File: src/rtl/median_pkg.sv
// median_pkg: shared widths and scheduler state encoding for the 3x3 median filter
package median_pkg;
    localparam int PIX_W = 8;
    localparam int WIN_N = 9;
    typedef enum logic [3:0] {
        IDLE, ROW0, ROW1, ROW2, COLLO, COLMD, COLHI, FINAL, DONE
    } sched_state_t;
endpackage

File: src/rtl/Ascending_Sorter_3inputs_8bits.sv
// Ascending_Sorter_3inputs_8bits: combinational min/mid/max of three 8-bit values
module Ascending_Sorter_3inputs_8bits (
    input  logic [7:0] in_a,
    input  logic [7:0] in_b,
    input  logic [7:0] in_c,
    output logic [7:0] out_min,
    output logic [7:0] out_mid,
    output logic [7:0] out_max
);
    logic [7:0] lo_ab, hi_ab;
    always_comb begin
        lo_ab   = in_a < in_b ? in_a : in_b;
        hi_ab   = in_a < in_b ? in_b : in_a;
        out_min = in_c < lo_ab ? in_c : lo_ab;
        out_max = in_c > hi_ab ? in_c : hi_ab;
        out_mid = in_c < lo_ab ? lo_ab : (in_c > hi_ab ? hi_ab : in_c);
    end
endmodule

File: src/rtl/median9_sorter_sched.sv
// median9_sorter_sched: exact 3x3 median via one shared 3-input sorter over seven steps
module median9_sorter_sched
    import median_pkg::*;
#(
    parameter int DATA_W = 8
) (
    input  logic                  clk,
    input  logic                  rst,
    input  logic                  in_valid,
    output logic                  in_ready,
    input  logic [9*DATA_W-1:0]   in_window,
    output logic                  out_valid,
    input  logic                  out_ready,
    output logic [DATA_W-1:0]     out_median,
    output logic                  busy
);
    if (DATA_W != PIX_W) begin : g_bad_width
        $error("median9_sorter_sched: DATA_W must be 8");
    end

    sched_state_t      state_q, state_d;
    logic [DATA_W-1:0] win_q [WIN_N];
    logic [DATA_W-1:0] win_d [WIN_N];
    logic [DATA_W-1:0] lo_q [3], lo_d [3], md_q [3], md_d [3], hi_q [3], hi_d [3];
    logic [DATA_W-1:0] c_lo_q, c_lo_d, c_md_q, c_md_d, c_hi_q, c_hi_d, med_q, med_d;
    logic [DATA_W-1:0] s_a, s_b, s_c, s_min, s_mid, s_max;

    Ascending_Sorter_3inputs_8bits u_sorter (
        .in_a(s_a), .in_b(s_b), .in_c(s_c),
        .out_min(s_min), .out_mid(s_mid), .out_max(s_max)
    );

    // Sorter operands follow the step: rows, then column groups, then the final triple
    always_comb begin
        s_a = '0;
        s_b = '0;
        s_c = '0;
        case (state_q)
            ROW0:    {s_a, s_b, s_c} = {win_q[0], win_q[1], win_q[2]};
            ROW1:    {s_a, s_b, s_c} = {win_q[3], win_q[4], win_q[5]};
            ROW2:    {s_a, s_b, s_c} = {win_q[6], win_q[7], win_q[8]};
            COLLO:   {s_a, s_b, s_c} = {lo_q[0], lo_q[1], lo_q[2]};
            COLMD:   {s_a, s_b, s_c} = {md_q[0], md_q[1], md_q[2]};
            COLHI:   {s_a, s_b, s_c} = {hi_q[0], hi_q[1], hi_q[2]};
            FINAL:   {s_a, s_b, s_c} = {c_lo_q, c_md_q, c_hi_q};
            default: ;
        endcase
    end

    always_comb begin
        state_d = state_q;
        win_d   = win_q;
        lo_d    = lo_q;
        md_d    = md_q;
        hi_d    = hi_q;
        c_lo_d  = c_lo_q;
        c_md_d  = c_md_q;
        c_hi_d  = c_hi_q;
        med_d   = med_q;
        case (state_q)
            IDLE: if (in_valid) begin
                for (int i = 0; i < WIN_N; i++) win_d[i] = in_window[DATA_W*i +: DATA_W];
                state_d = ROW0;
            end
            ROW0: begin
                {lo_d[0], md_d[0], hi_d[0]} = {s_min, s_mid, s_max};
                state_d = ROW1;
            end
            ROW1: begin
                {lo_d[1], md_d[1], hi_d[1]} = {s_min, s_mid, s_max};
                state_d = ROW2;
            end
            ROW2: begin
                {lo_d[2], md_d[2], hi_d[2]} = {s_min, s_mid, s_max};
                state_d = COLLO;
            end
            COLLO: begin
                c_lo_d  = s_max;
                state_d = COLMD;
            end
            COLMD: begin
                c_md_d  = s_mid;
                state_d = COLHI;
            end
            COLHI: begin
                c_hi_d  = s_min;
                state_d = FINAL;
            end
            FINAL: begin
                med_d   = s_mid;
                state_d = DONE;
            end
            DONE:    state_d = out_ready ? IDLE : DONE;
            default: state_d = IDLE;
        endcase
    end

    always_ff @(posedge clk) begin
        if (rst) begin
            state_q <= IDLE;
            win_q   <= '{default: '0};
            lo_q    <= '{default: '0};
            md_q    <= '{default: '0};
            hi_q    <= '{default: '0};
            c_lo_q  <= '0;
            c_md_q  <= '0;
            c_hi_q  <= '0;
            med_q   <= '0;
        end else begin
            state_q <= state_d;
            win_q   <= win_d;
            lo_q    <= lo_d;
            md_q    <= md_d;
            hi_q    <= hi_d;
            c_lo_q  <= c_lo_d;
            c_md_q  <= c_md_d;
            c_hi_q  <= c_hi_d;
            med_q   <= med_d;
        end
    end

    assign in_ready   = state_q == IDLE;
    assign out_valid  = state_q == DONE;
    assign busy       = state_q != IDLE;
    assign out_median = med_q;
endmodule
File: config.mk
export PLATFORM = sky130hd
export DESIGN_NAME = median9_sorter_sched
export DESIGN_NICKNAME = d
export VERILOG_FILES = /design/src/rtl/median_pkg.sv /design/src/rtl/Ascending_Sorter_3inputs_8bits.sv /design/src/rtl/median9_sorter_sched.sv
export SDC_FILE = /design/constraint.sdc
export NUM_CORES = 1
export LEC_CHECK = 0
export ABC_CLOCK_PERIOD_IN_PS = 7900
export CAP_MARGIN = 5
export CELL_PAD_IN_SITES_DETAIL_PLACEMENT = 2
export CELL_PAD_IN_SITES_GLOBAL_PLACEMENT = 2
export CORE_AREA = 5 5 160 162
export DETAILED_ROUTE_END_ITERATION = 12
export DIE_AREA = 0 0 165 167
export PLACE_DENSITY_LB_ADDON = 0.15
export SLEW_MARGIN = 20
export SYNTH_ARGS = -nofsm -noshare
export SYNTH_HDL_FRONTEND = slang
export SYNTH_SLANG_ARGS = --single-unit
File: constraint.sdc
create_clock -name clk -period 7.9 [get_ports clk]
set_input_delay 1.58 -clock clk [delete_from_list [all_inputs] [get_ports clk]]
set_output_delay 1.58 -clock clk [all_outputs]
set_load 0.01 [all_outputs]
# Yosys cells after proc, flatten, opt, wreduce, memory -nomap -nowiden

Index checks and enable logic that the tools add are counted.

Flip-flop bits (word level): 180
Logic and storage cells: 50
Input bits: 76
Output and inout bits: 11

Reduce and logical (&&, ||, !) cells: 3
$lt $le $gt $ge: 3
Eq/ne operators: 9
Mux-type cells: 12

Operators with widths:

| cell               | number |
|---|---|
| $pmux 8 s7         | 3 |
| $mux 8             | 6 |
| $pmux 4 s9         | 1 |
| $eq 4x3->1 const B | 4 |
| $lt 8x8->1         | 2 |
| $eq 4x2->1 const B | 2 |
| $gt 8x8->1         | 1 |
| $mux 4             | 2 |
| $eq 4x1->1 const B | 1 |
| $eq 4x4->1 const B | 1 |
| $logic_not 4->1    | 1 |
| $reduce_bool 4->1  | 1 |
| $ne 2x2->1 const B | 1 |
| $reduce_and 2->1   | 1 |

# Longest topological paths before layout

Word-level depth: 7
Mapped depth: 26
Depth with buffers taken out: 21

# By module

From an unflattened synthesis, not the netlist that was laid out.

Cells, all modules: 1,085
Area total of the unflattened synthesis: 9,148.8 um^2

Modules (own cells, without submodules):

| module                         | cells each | sequential area each (um^2) | area each (um^2) | instances |
|---|---|---|---|---|
| median9_sorter_sched           | 949        | 3,603.5                     | 8,049.0          | 1 |
| Ascending_Sorter_3inputs_8bits | 136        | 0.0                         | 1,099.8          | 1 |

# Least setup slack after synthesis

OpenSTA, ideal clock, no wires.

Path kind: register -> register
Start point: register state_q[0]
End point: register c_lo_q[0]
Path slack: 2.820 ns
Clock period less this slack: 5.080 ns
Path buffers: 6
Library setup time: 0.128 ns
Data required time: 7.772 ns
Cell stages (with the launch flop): 24
Arrival: 4.952 ns
Path through: dfxtp_1 > buf_2 > buf_1 > buf_1 > mux2i_1 > nor3_1 > a211o_1 > ha_1 > nand3_1 > a211oi_2 > nand2b_1 > buf_6 > buf_4 > mux2i_1 > ha_1 > a21o_1 > a21o_1 > a21oi_1 > nor2_1 > nor2_1 > clkbuf_1 > mux2_2 > mux2i_1 > nor2_1

Cells in the longest elaborated chain, start to end: 6
Elaborated cells on any way between the ends: 14
Those cells by class: order compare: 2; eq/ne: 7; mux: 5

RTL lines:

| element                                  | RTL line                             | text |
|---|---|---|
| from (decl)                              | median9_sorter_sched.sv:21           | `sched_state_t state_q, state_d;` |
| from (signal assigned)                   | median9_sorter_sched.sv:110          | `state_q <= state_d;` |
| $eq 4x3->1, or another cell as far along | median9_sorter_sched.sv:38           | `case (state_q)` |
| $pmux 8 s7                               | median9_sorter_sched.sv:38           |  |
| $lt 8x8->1                               | Ascending_Sorter_3inputs_8bits.sv:13 | `hi_ab = in_a < in_b ? in_b : in_a;` |
| $mux 8                                   | Ascending_Sorter_3inputs_8bits.sv:13 |  |
| $gt 8x8->1                               | Ascending_Sorter_3inputs_8bits.sv:15 | `out_max = in_c > hi_ab ? in_c : hi_ab;` |
| $mux 8                                   | Ascending_Sorter_3inputs_8bits.sv:15 |  |
| to (signal assigned)                     | median9_sorter_sched.sv:115          | `c_lo_q <= c_lo_d;` |
| to (decl)                                | median9_sorter_sched.sv:25           | `logic [DATA_W-1:0] c_lo_q, c_lo_d, c_md_q, c_md_d, c_hi_q, c_hi_d, med_q, med_d;` |

Several ways; a longest one is shown, not always the timed one.
A chain may end at the register's enable or synchronous reset.

# Final worst setup path

Start point: register state_q[2]
End point: register c_md_q[3]

Cells in the longest elaborated chain, start to end: 7
Elaborated cells on any way between the ends: 17
Those cells by class: order compare: 3; eq/ne: 7; mux: 7

RTL lines:

| element                                  | RTL line                                                                   | text |
|---|---|---|
| $eq 4x3->1, or another cell as far along | median9_sorter_sched.sv:38                                                 |  |
| $pmux 8 s7                               | median9_sorter_sched.sv:38                                                 |  |
| $lt 8x8->1                               | Ascending_Sorter_3inputs_8bits.sv:12, Ascending_Sorter_3inputs_8bits.sv:13 |  |
| $mux 8                                   | Ascending_Sorter_3inputs_8bits.sv:13                                       |  |
| $gt 8x8->1                               | Ascending_Sorter_3inputs_8bits.sv:16                                       | `out_mid = in_c < lo_ab ? lo_ab : (in_c > hi_ab ? hi_ab : in_c);` |
| $mux 8 (2 in a row)                      | Ascending_Sorter_3inputs_8bits.sv:16                                       |  |
| to (signal assigned)                     | median9_sorter_sched.sv:116                                                | `c_md_q <= c_md_d;` |
| to (decl)                                | median9_sorter_sched.sv:25                                                 |  |

Several ways; a longest one is shown, not always the timed one.

==> metrics.txt <==
status=finished, final reports clean; worst-margin pin slew=1.08 ns; Top-Level Pins=87; worst-path cell chain=buf_4 -> nor4b_2 -> buf_4 -> a22oi_1 -> nand4_1 -> inv_1 -> ha_1 -> nand3_1 -> a211oi_2 -> nand2b_1 -> buf_4 -> mux2i_1 -> ha_1 -> a2111oi_0 -> o21ai_0 -> o21a_1 -> or3_1 -> o2bb2ai_4 -> buf_4 -> nand2b_1 -> o211ai_2 -> o31ai_1; number of buffers and inverters on the critical path=5; Pwr Density=270 mW/mm2; CTS resizes=0; Register Area=0.00360 mm2; post-synthesis xor/xnor area fraction=0.101%; Rel. slew slack=27.6%; Worst path most repeated cell=buf_4; slowest CP cell=dfxtp_1; Clock Tree Buf Depth=2; Residual DRC=0; CTS Buf Count=17; largest net degree at the start of global routing=89; RePlAce Congestion=0.916; max incr delay on CP=0.59 ns; mapped cell area=0.00870 mm2; Slew Limit Fails=0; mux cell area share after synthesis=4.46%; total track usage=24.9%; final std cells w/o fill=1411; initial DRC count=699; drt pass-1 iters=6; Synth Flop Type=dfxtp_1; period utilization=88.4%; VDD IR-drop max=0.136 mV; count leader, synth=nand2_1; Synth Area in Adders=3.17%; first-pass GRT wire length=52200 um; post-layout minimum cycle time=6.98 ns; initial antenna violation count=0; die area=0.0276 mm2; nets@finish=1172; cts hold-fix bufs=0; Core ar.=0.0240 mm2; multi-input logic area=0.00474 mm2; largest family of logic cells by synthesized area=compound AO/OA/AOI/OAI gates; Max H-tree Level=4; sequential area share after synthesis=41.4%; cells after synthesis=1030; CTS root buf=clkbuf_16; asr flop ratio synth=0%; Area growth syn-to-layout=19.4%; Hold WS=0.459 ns; top-area cell type share of the netlist area=41.4%; Setup Crit Path Kind=register to register; Netlist cell types=65; Clock Pin Slew Worst Setup and Hold Paths=0.08 ns; Worst-Skew Late Latency=0.44 ns; post-route setup slack=0.919 ns; Worst Hold Class=register to register; Starting Density=36.3%; CTS tree=yes; largest area contributor in the netlist=dfxtp_1; Setup Viol. Count Final=0; Total Routed Length=34400 um; post-synthesis simple-gate area fraction=21.8%; share of layout cells above drive strength 1=8.46%; Die X=165 um; Synth area leaders=dfxtp_1, nand2_1, a21oi_1, nand3b_1, a22oi_1; DR vias=8166; clock sinks=180; Placed Cells=1379; Buffers on Ports=86; CP Capture Type=register; Post-CTS Setup Repair Bufs=0; vias in the first global route=8437; setup repair after global routing missed its margin=no; Required @ worst endpoint=8.25 ns; Synth top cells by count=nand2_1, dfxtp_1, a21oi_1; Place WS=1.03 ns; die height=167 um; row count=57; wire per inst=24.4 um; Max Fclk=0.143 GHz; final design utilization=43.3%; Critical Path Source Type=register; clock skew=0.0137 ns; grt ovf=0; Avg Cell Area, Syn=8.44 um2; post-synthesis compound-gate area fraction=24.2%; final hold vios=0; number of synthesized flops with an enable pin=0; Fin Setup TNS=0 ns; LEAKAGE=3.58 nW; Warnings, synthesis=0; antenna-violating nets left=0; FF+latch count, synth=180; Ant. Diodes=0; crit-path max FO=34; maxcap violations=0; HPWL Detailed=25100 um; syn nets=1128; Top Family by Delay on Critical Path=compound AO/OA/AOI/OAI gates; number of fill cells=2684; routed vias/inst=5.79; Critical Path AT=7.34 ns
cells by family (layout without fill, tap and decap cells):
group	after synthesis	after routing
AOI/OAI and AO/OA	308	308
xor gates and xnor gates	1	1
adders and majority gates	22	22
buffers and inverters	96	153
DFF	180	180
muxes	37	37
and+or+nand+nor	386	386
path summary, 6_finish.rpt:
check	startpoint	endpoint	slack [ns]	cells past startpoint
setup / recovery	state_q[2]$_SDFFE_PP0P_	c_md_q[3]$_SDFFE_PP0N_	0.92	22
hold / removal	hi_q[16]$_SDFFE_PP0N_	hi_q[16]$_SDFFE_PP0N_	0.46	2
setup reg to reg	state_q[2]$_SDFFE_PP0P_	c_md_q[3]$_SDFFE_PP0N_	0.92	22
hold reg to reg	hi_q[16]$_SDFFE_PP0N_	hi_q[16]$_SDFFE_PP0N_	0.46	2
worst reg2reg max path: stages (launching register included):
cell,delay [ns]
dfxtp_1,0.59
buf_4,0.35
nor4b_2,0.53
buf_4,0.53
a22oi_1,0.18
nand4_1,0.22
inv_1,0.11
ha_1,0.35
nand3_1,0.14
a211oi_2,0.29
nand2b_1,0.18
buf_4,0.22
mux2i_1,0.38
ha_1,0.32
a2111oi_0,0.37
o21ai_0,0.15
o21a_1,0.16
or3_1,0.36
o2bb2ai_4,0.54
buf_4,0.31
nand2b_1,0.18
o211ai_2,0.16
o31ai_1,0.28
state kept, by name, summed over array words and instances (netlist names):
signal and cells:
win_q 72, hi_q 24, c_hi_q 8, state_q 4, out_median 8, c_md_q 8, md_q 24, lo_q 24
c_lo_q 8
report_power, final:
group / switching, mW / internal [mW] / leakage, nW / total (mW)
Combinational: 0.623 / 0.303 / 1.84 / 0.925
Sequential: 0.0629 / 0.975 / 1.46 / 1.04
Clock: 0.418 / 0.420 / 0.274 / 0.838
Total: 1.10 / 1.70 / 3.58 / 2.80
area by class of cell:
class / count / share of cell area, %
clock buffers: 18 / 4.14
clock inverters: 14 / 1.31
inverters: 14 / 0.506
multi-input cells: 754 / 45.6
flip-flops and latches: 180 / 34.7
well taps: 324 / 3.91
repair buffers: 107 / 9.79
metal layers:
metal	global-route usage [%]	vias to the layer above	share of wire [%]
li1	-	3806	-
met1	35.3	4077	46
met2	38.4	241	45
met3	4.52	42	5.7
met4	7.85	0	2.4
met5	0	-	0
stage by stage:
stage	area, um2	total power, mW
after floorplan	8700	1.66
after global placement	9810	1.95
after detailed placement	9810	1.97
after CTS	10400	2.82
after global routing	10400	2.94
final	10400	2.80
placed cells by master, fill, tap and decap left out, types with 26 or more instances in the layout:
| cell | netlist | final |
|---|---|---|
| nand2_1 | 188 | 187 |
| dfxtp_1 | 180 | 180 |
| a21oi_1 | 89 | 89 |
| clkdlybuf4s50_1 | 0 | 85 |
| nor2_1 | 61 | 61 |
| nand3b_1 | 52 | 52 |
| a22oi_1 | 46 | 46 |
| o21ai_0 | 37 | 37 |
| a211oi_1 | 29 | 29 |
| mux2i_1 | 26 | 26 |
No activity file was read; power rests on OpenSTA's default activity.
